`src/rtl/uart_cmd_pkg.sv`:
```
// Shared types and constants for the UART command sequencer:
// FSM states, opcode length codes, length decode, default timeout.
package uart_cmd_pkg;

  typedef enum logic [1:0] {
    S_IDLE,
    S_PAYLOAD,
    S_CHECK,
    S_HOLD
  } state_t;

  localparam logic [1:0] LEN_0   = 2'b00;
  localparam logic [1:0] LEN_1   = 2'b01;
  localparam logic [1:0] LEN_4   = 2'b10;
  localparam logic [1:0] LEN_RSV = 2'b11;

  localparam int TO_TICKS_DEF = 640;

  function automatic logic [2:0] len_bytes(input logic [1:0] code);
    logic [2:0] n;
    n = 3'd0;
    unique case (code)
      LEN_1:   n = 3'd1;
      LEN_4:   n = 3'd4;
      default: n = 3'd0;
    endcase
    return n;
  endfunction

endpackage

```
`src/rtl/uart_cmd_sequencer_timeout.sv`:
```
// Inter-byte timeout counter driven by oversampling ticks.
// Ports: i_clk, i_reset_n, i_clr (sync clear), i_en (tick), o_expire (terminal pulse).
module uart_cmd_timeout #(
  parameter int TO_TICKS = 640,
  parameter int TO_W     = 10
) (
  input  logic i_clk,
  input  logic i_reset_n,
  input  logic i_clr,
  input  logic i_en,
  output logic o_expire
);

  logic [TO_W-1:0] cnt_q, cnt_d;
  logic            at_last;

  assign at_last  = (cnt_q == TO_W'(TO_TICKS - 1));
  // Expiry is combinational; the sequencer registers the pulse.
  assign o_expire = i_en && !i_clr && at_last;

  always_comb begin
    cnt_d = cnt_q;
    if (i_clr || o_expire) begin
      cnt_d = '0;
    end else if (i_en) begin
      cnt_d = cnt_q + TO_W'(1);
    end
  end

  always_ff @(posedge i_clk or negedge i_reset_n) begin
    if (!i_reset_n) begin
      cnt_q <= '0;
    end else begin
      cnt_q <= cnt_d;
    end
  end

endmodule

```
`src/rtl/uart_cmd_sequencer.sv`:
```
// Frames UART bytes (opcode + 0/1/4 operand bytes) into commands with
// valid/ready output, overrun/timeout/bad-opcode pulses. Optional
// trailing XOR checksum byte under `UART_CMD_CHECKSUM_EN (adds o_csum_err).
module uart_cmd_sequencer
  import uart_cmd_pkg::*;
#(
  parameter int DBIT     = 8,
  parameter int TO_TICKS = TO_TICKS_DEF,
  parameter int TO_W     = 10
) (
  input  logic            i_clk,
  input  logic            i_reset_n,
  input  logic            i_s_tick,
  input  logic            i_rx_done_tick,
  input  logic [DBIT-1:0] i_rx_data,
  input  logic            i_cmd_ready,
  output logic            o_cmd_valid,
  output logic [7:0]      o_opcode,
  output logic [31:0]     o_operand,
  output logic            o_overrun,
  output logic            o_timeout,
  output logic            o_bad_op
`ifdef UART_CMD_CHECKSUM_EN
  ,output logic           o_csum_err
`endif
);

  state_t      state_q, state_d;
  logic [7:0]  opcode_q, opcode_d;
  logic [31:0] operand_q, operand_d;
  logic [2:0]  cnt_q, cnt_d;
  logic        overrun_q, overrun_d;
  logic        timeout_q, timeout_d;
  logic        bad_op_q, bad_op_d;
  logic        expire;
  logic        to_clr;
  logic        last_byte;
  state_t      frame_end;

`ifdef UART_CMD_CHECKSUM_EN
  logic [7:0]  csum_q, csum_d;
  logic        csum_err_q, csum_err_d;
  assign frame_end = S_CHECK;
`else
  assign frame_end = S_HOLD;
`endif

  // Counter runs only while a frame is partially received.
  assign to_clr = i_rx_done_tick ||
                  !(state_q == S_PAYLOAD || state_q == S_CHECK);

  uart_cmd_timeout #(
    .TO_TICKS (TO_TICKS),
    .TO_W     (TO_W)
  ) u_timeout (
    .i_clk     (i_clk),
    .i_reset_n (i_reset_n),
    .i_clr     (to_clr),
    .i_en      (i_s_tick),
    .o_expire  (expire)
  );

  assign last_byte = ((cnt_q + 3'd1) == len_bytes(opcode_q[7:6]));

  always_comb begin
    state_d   = state_q;
    opcode_d  = opcode_q;
    operand_d = operand_q;
    cnt_d     = cnt_q;
    overrun_d = 1'b0;
    timeout_d = 1'b0;
    bad_op_d  = 1'b0;
`ifdef UART_CMD_CHECKSUM_EN
    csum_d     = csum_q;
    csum_err_d = 1'b0;
`endif
    unique case (state_q)
      S_IDLE: begin
        if (i_rx_done_tick) begin
          opcode_d  = i_rx_data[7:0];
          operand_d = '0;
          cnt_d     = '0;
`ifdef UART_CMD_CHECKSUM_EN
          csum_d    = i_rx_data[7:0];
`endif
          unique case (i_rx_data[7:6])
            LEN_0:   state_d  = frame_end;
            LEN_RSV: bad_op_d = 1'b1;
            default: state_d  = S_PAYLOAD;
          endcase
        end
      end
      S_PAYLOAD: begin
        if (i_rx_done_tick) begin
          operand_d[{cnt_q[1:0], 3'b000} +: 8] = i_rx_data[7:0];
          cnt_d = cnt_q + 3'd1;
`ifdef UART_CMD_CHECKSUM_EN
          csum_d = csum_q ^ i_rx_data[7:0];
`endif
          if (last_byte) begin
            state_d = frame_end;
          end
        end else if (expire) begin
          timeout_d = 1'b1;
          state_d   = S_IDLE;
        end
      end
`ifdef UART_CMD_CHECKSUM_EN
      S_CHECK: begin
        if (i_rx_done_tick) begin
          if (i_rx_data[7:0] == csum_q) begin
            state_d = S_HOLD;
          end else begin
            csum_err_d = 1'b1;
            state_d    = S_IDLE;
          end
        end else if (expire) begin
          timeout_d = 1'b1;
          state_d   = S_IDLE;
        end
      end
`endif
      S_HOLD: begin
        // No skid buffer: any byte here is lost, even on the handshake cycle.
        overrun_d = i_rx_done_tick;
        if (i_cmd_ready) begin
          state_d = S_IDLE;
        end
      end
      default: state_d = S_IDLE;
    endcase
  end

  always_ff @(posedge i_clk or negedge i_reset_n) begin
    if (!i_reset_n) begin
      state_q   <= S_IDLE;
      opcode_q  <= '0;
      operand_q <= '0;
      cnt_q     <= '0;
      overrun_q <= 1'b0;
      timeout_q <= 1'b0;
      bad_op_q  <= 1'b0;
    end else begin
      state_q   <= state_d;
      opcode_q  <= opcode_d;
      operand_q <= operand_d;
      cnt_q     <= cnt_d;
      overrun_q <= overrun_d;
      timeout_q <= timeout_d;
      bad_op_q  <= bad_op_d;
    end
  end

`ifdef UART_CMD_CHECKSUM_EN
  always_ff @(posedge i_clk or negedge i_reset_n) begin
    if (!i_reset_n) begin
      csum_q     <= '0;
      csum_err_q <= 1'b0;
    end else begin
      csum_q     <= csum_d;
      csum_err_q <= csum_err_d;
    end
  end
  assign o_csum_err = csum_err_q;
`endif

  assign o_cmd_valid = (state_q == S_HOLD);
  assign o_opcode    = opcode_q;
  assign o_operand   = operand_q;
  assign o_overrun   = overrun_q;
  assign o_timeout   = timeout_q;
  assign o_bad_op    = bad_op_q;

endmodule

```
`config.mk`:
```
export PLATFORM = sky130hd
export DESIGN_NAME = uart_cmd_sequencer
export DESIGN_NICKNAME = d
export VERILOG_FILES = /design/src/rtl/uart_cmd_pkg.sv /design/src/rtl/uart_cmd_sequencer_timeout.sv /design/src/rtl/uart_cmd_sequencer.sv
export SDC_FILE = /design/constraint.sdc
export NUM_CORES = 1
export LEC_CHECK = 0
export BUFFER_PORTS_ARGS = -buffer_cell sky130_fd_sc_hd__buf_2
export CAP_MARGIN = 15
export CORE_ASPECT_RATIO = 1.25
export CORE_UTILIZATION = 55
export DETAILED_ROUTE_END_ITERATION = 16
export GPL_ROUTABILITY_DRIVEN = 1
export PLACE_DENSITY = 0.84
export SLEW_MARGIN = 20
export SYNTH_ARGS = -nofsm -noshare
export SYNTH_HDL_FRONTEND = slang
export SYNTH_HIERARCHICAL = 1
export SYNTH_SLANG_ARGS = --single-unit
```
`constraint.sdc`:
```
create_clock -name i_clk -period 5.97 [get_ports i_clk]
set_input_delay 1.791 -clock i_clk [delete_from_list [all_inputs] [get_ports i_clk]]
set_output_delay 1.791 -clock i_clk [all_outputs]
set_load 0.1 [all_outputs]
```
==> flow_summary.toml <==
[cts]
hold_buffers = 0
cts_max_level = 3
root_buffer = "clkbuf_8"
cts-resized-gates = 0
clk_pin_slew_ps = 60
cts_sinks = 58
cts_buffer_depth = 2
clkLatencyLatePin_ps = 330
cts_buffers = 9
cts_tree = "done"
post-cts-setup-buffers = 0

[grt]
grt_pass1_vias = 1966
grt_overflow = 0
track_usage_pct = 25.4
grt_pass1_wl_microns = 9550
grt_max_degree = 59
antenna_found_initial = 0

[placement]
place_inst = 332
dpl_cell_area_sq_um = 2970
dp_hpwl_microns = 3920
gp_congestion = 0.800
portBuffers = 56

[worst_setup_path]
worst-path-stages = 7
path_class = "primary input to flip-flop"
worst_ep_required_time_ps = 6180
worstPathMaxFanout = 12
r2r-end = "state_q[0]$_DFFE_PN0P_"
worst-r2r-setup-slack_ps = 3610
critPathCapture = "state_q[0]$_DFFE_PN0P_"
cp-end-kind = "flip-flop"
crit_slowest_cell = "nor4_1"
worstPathCellList = "buf_2 > nand2b_1 > nor4_1 > nor3b_1 > or3_1 > o32ai_1 > a31oi_1"
crit_path_start = "i_rx_done_tick"
slowest_delay_ps = 460
crit_buf_inv = 1
r2r_start = "state_q[0]$_DFFE_PN0P_"
start_kind = "primary input"
worstPathArrival_ps = 3550
crit_family = "simple AND/OR/NAND/NOR gates"
r2r_cells = 8

[final_layout]
design_area_sq_um = 3210
final_nets = 306
fin_cells = 348
seq_area_sq_um = 1450
drive_above_1_share_pct = 34.5
area_growth_pct = 20.2
multi_input_area_sq_um = 1130
fill_cells = 327
n_antenna_cell = 0

[floorplanning]
start_util_pct = 58.9
dieArea_sq_um = 5130
std_cell_rows = 27
io_pins = 57
core_area_sq_um = 4530
die_w_microns = 64.3
fp.dieH_microns = 79.9

[logic_synthesis]
synth_seq_cells = 58
post_synth.cell_area_avg_sq_um = 11.9
yosysUniqueCellTypes = 50
synth_edf_count = 0
syn_inst = 225
synth_ff_type = "dfrtp_1"
syn-num-nets = 246
netlist_area_sq_um = 2670
async_flop_share_pct = 100
synth_warnings = 6
ys_seq_area_share_pct = 54.4

[route]
drt_first_pass_iters = 4
wl_met2_microns = 2900
wl_per_cell_microns = 16.7
m1WireLength_microns = 2460
vias_per_cell = 5.73
dr_wl_met3_microns = 326
vias = 1993
top_layer_used = "met4"
drc = 0
routed_wl_microns = 5810
drtIter0Drc = 129
antenna_left = 0

[worst_hold_path]
hold_path.class = "flip-flop to flip-flop"

[run]
max_cap_violations = 0

[sta]
worst_pin_slew_ps = 732
hold_violations = 0
fin_crit_ps = 3340
final.setup.tns_ps = 0
fin_worst_skew_ps = 7.30
drv_slew = 0
grt_setup_unrepaired = "false"
maxSlewHeadroom_pct = 51.2
fin_crit_sh_pct = 55.9
setup_viol = 0
max_freq_mhz = 300
holdWs_ps = 478

[power]
vdd_ir_drop_max_mv = 0.413
intPower_uw = 913
powerDensity_nw_per_um2 = 553
comb_power_share_pct = 46.2
pwr-share-seq_pct = 29.6
swShare_pct = 48.4
power_uw = 1770
p_switching_uw = 858
clock_power_share_pct = 24.2
p_leak_uw = 0.00159

[status]
status = "finished clean"
worst min-delay path: cells and delay by family (launching register included):
family           cells  cell delay, ps
AO/OA/AOI/OAI        1              60
AND/OR/NAND/NOR      1              50
flip-flops           1             340
flip-flops by register name (all words and copies together) (netlist names):
signal / count
state_q: 2
o_bad_op: 1
o_operand: 32
cnt_q: 3
o_opcode: 8
o_overrun: 1
o_timeout: 1
u_timeout/cnt_q: 10
worst min-delay path by stage:
stage | start | endpoint | slack [ps] | cells past startpoint
final | o_operand[6]$_DFFE_PN0P_ | o_operand[6]$_DFFE_PN0P_ | 480 | 2
after global routing | o_operand[10]$_DFFE_PN0P_ | o_operand[10]$_DFFE_PN0P_ | 520 | 1
after global placement | o_operand[6]$_DFFE_PN0P_ | o_operand[6]$_DFFE_PN0P_ | 460 | 2
after CTS | o_operand[6]$_DFFE_PN0P_ | o_operand[6]$_DFFE_PN0P_ | 480 | 2
after detailed placement | o_operand[6]$_DFFE_PN0P_ | o_operand[6]$_DFFE_PN0P_ | 470 | 2
after floorplan | cnt_q[2]$_DFFE_PN0P_ | cnt_q[2]$_DFFE_PN0P_ | 480 | 1
cells in the mapped netlist, drive strengths merged, types with 2 or more instances:
cell type,n,share of area [%]
a21oi,7,1.5
a22o,24,7.9
and2,5,1.4
and2b,2,0.66
and3,2,0.52
buf,8,2.1
dfrtp,58,54
ha,8,3.8
inv,7,0.99
mux2,8,3.4
mux2i,2,0.75
nand2,25,3.5
nand3,4,1.1
nand4,5,1.7
nor2,9,1.8
nor2b,2,0.75
nor4,2,0.70
o21ai,19,4.5
o31ai,3,1.0
or3,4,0.94
or4,2,0.70
xnor2,2,0.66
xor2,5,1.6
power by group through the flow:
stage               Combinational, uW  Clock [uW]  Sequential (uW)
floorplan                         290           0              916
global placement                  800           0              525
detailed placement                817           0              528
CTS                               821         436              522
global route                      862         452              532
finish                            819         429              524
per-stage QoR:
stage,utilization [%],setup slack (ps)
3_5_place_dp,65.6,2410
3_3_place_gp,65.6,2530
6_report,70.8,2630
2_1_floorplan,-,2700
4_1_cts,70.8,2690
5_1_grt,70.8,2570
cell usage in the layout (no fill, tap or decap), types with 7 or more instances in the layout:
master    instances
a22o_1           24
o21ai_0          14
buf_2            56
clkbuf_8          9
inv_1             7
dfrtp_1          58
mux2_2            8
nor2_1            7
ha_1              8
nand2_1          25
kinds of logic (layout without fill, tap and decap cells):
kind of cell	count (synthesis)	after routing	synth area share (%)
compound gates	57	57	16.0
mux	10	10	4.13
simple gates	70	70	16.3
flops	58	58	54.4
buf+inv	15	80	3.10
xor+xnor	7	7	2.30
fa+ha+maj	8	8	3.75
layout make-up:
cell class | count | share of cell area, %
multi-input combinational | 152 | 35.4
clock buffer | 11 | 4.10
timing repair buffer | 57 | 8.98
inverter | 7 | 0.820
tap | 58 | 2.26
sequential | 58 | 45.3
clock inverter | 5 | 3.20
routing by layer:
layer  global-route usage (%)  up-vias
li1                         -      931
met1                     30.4      973
met2                     42.0       78
met3                     7.00       11
met4                     12.2        0
met5                        0        -
Power figures use the tool's default switching activity.
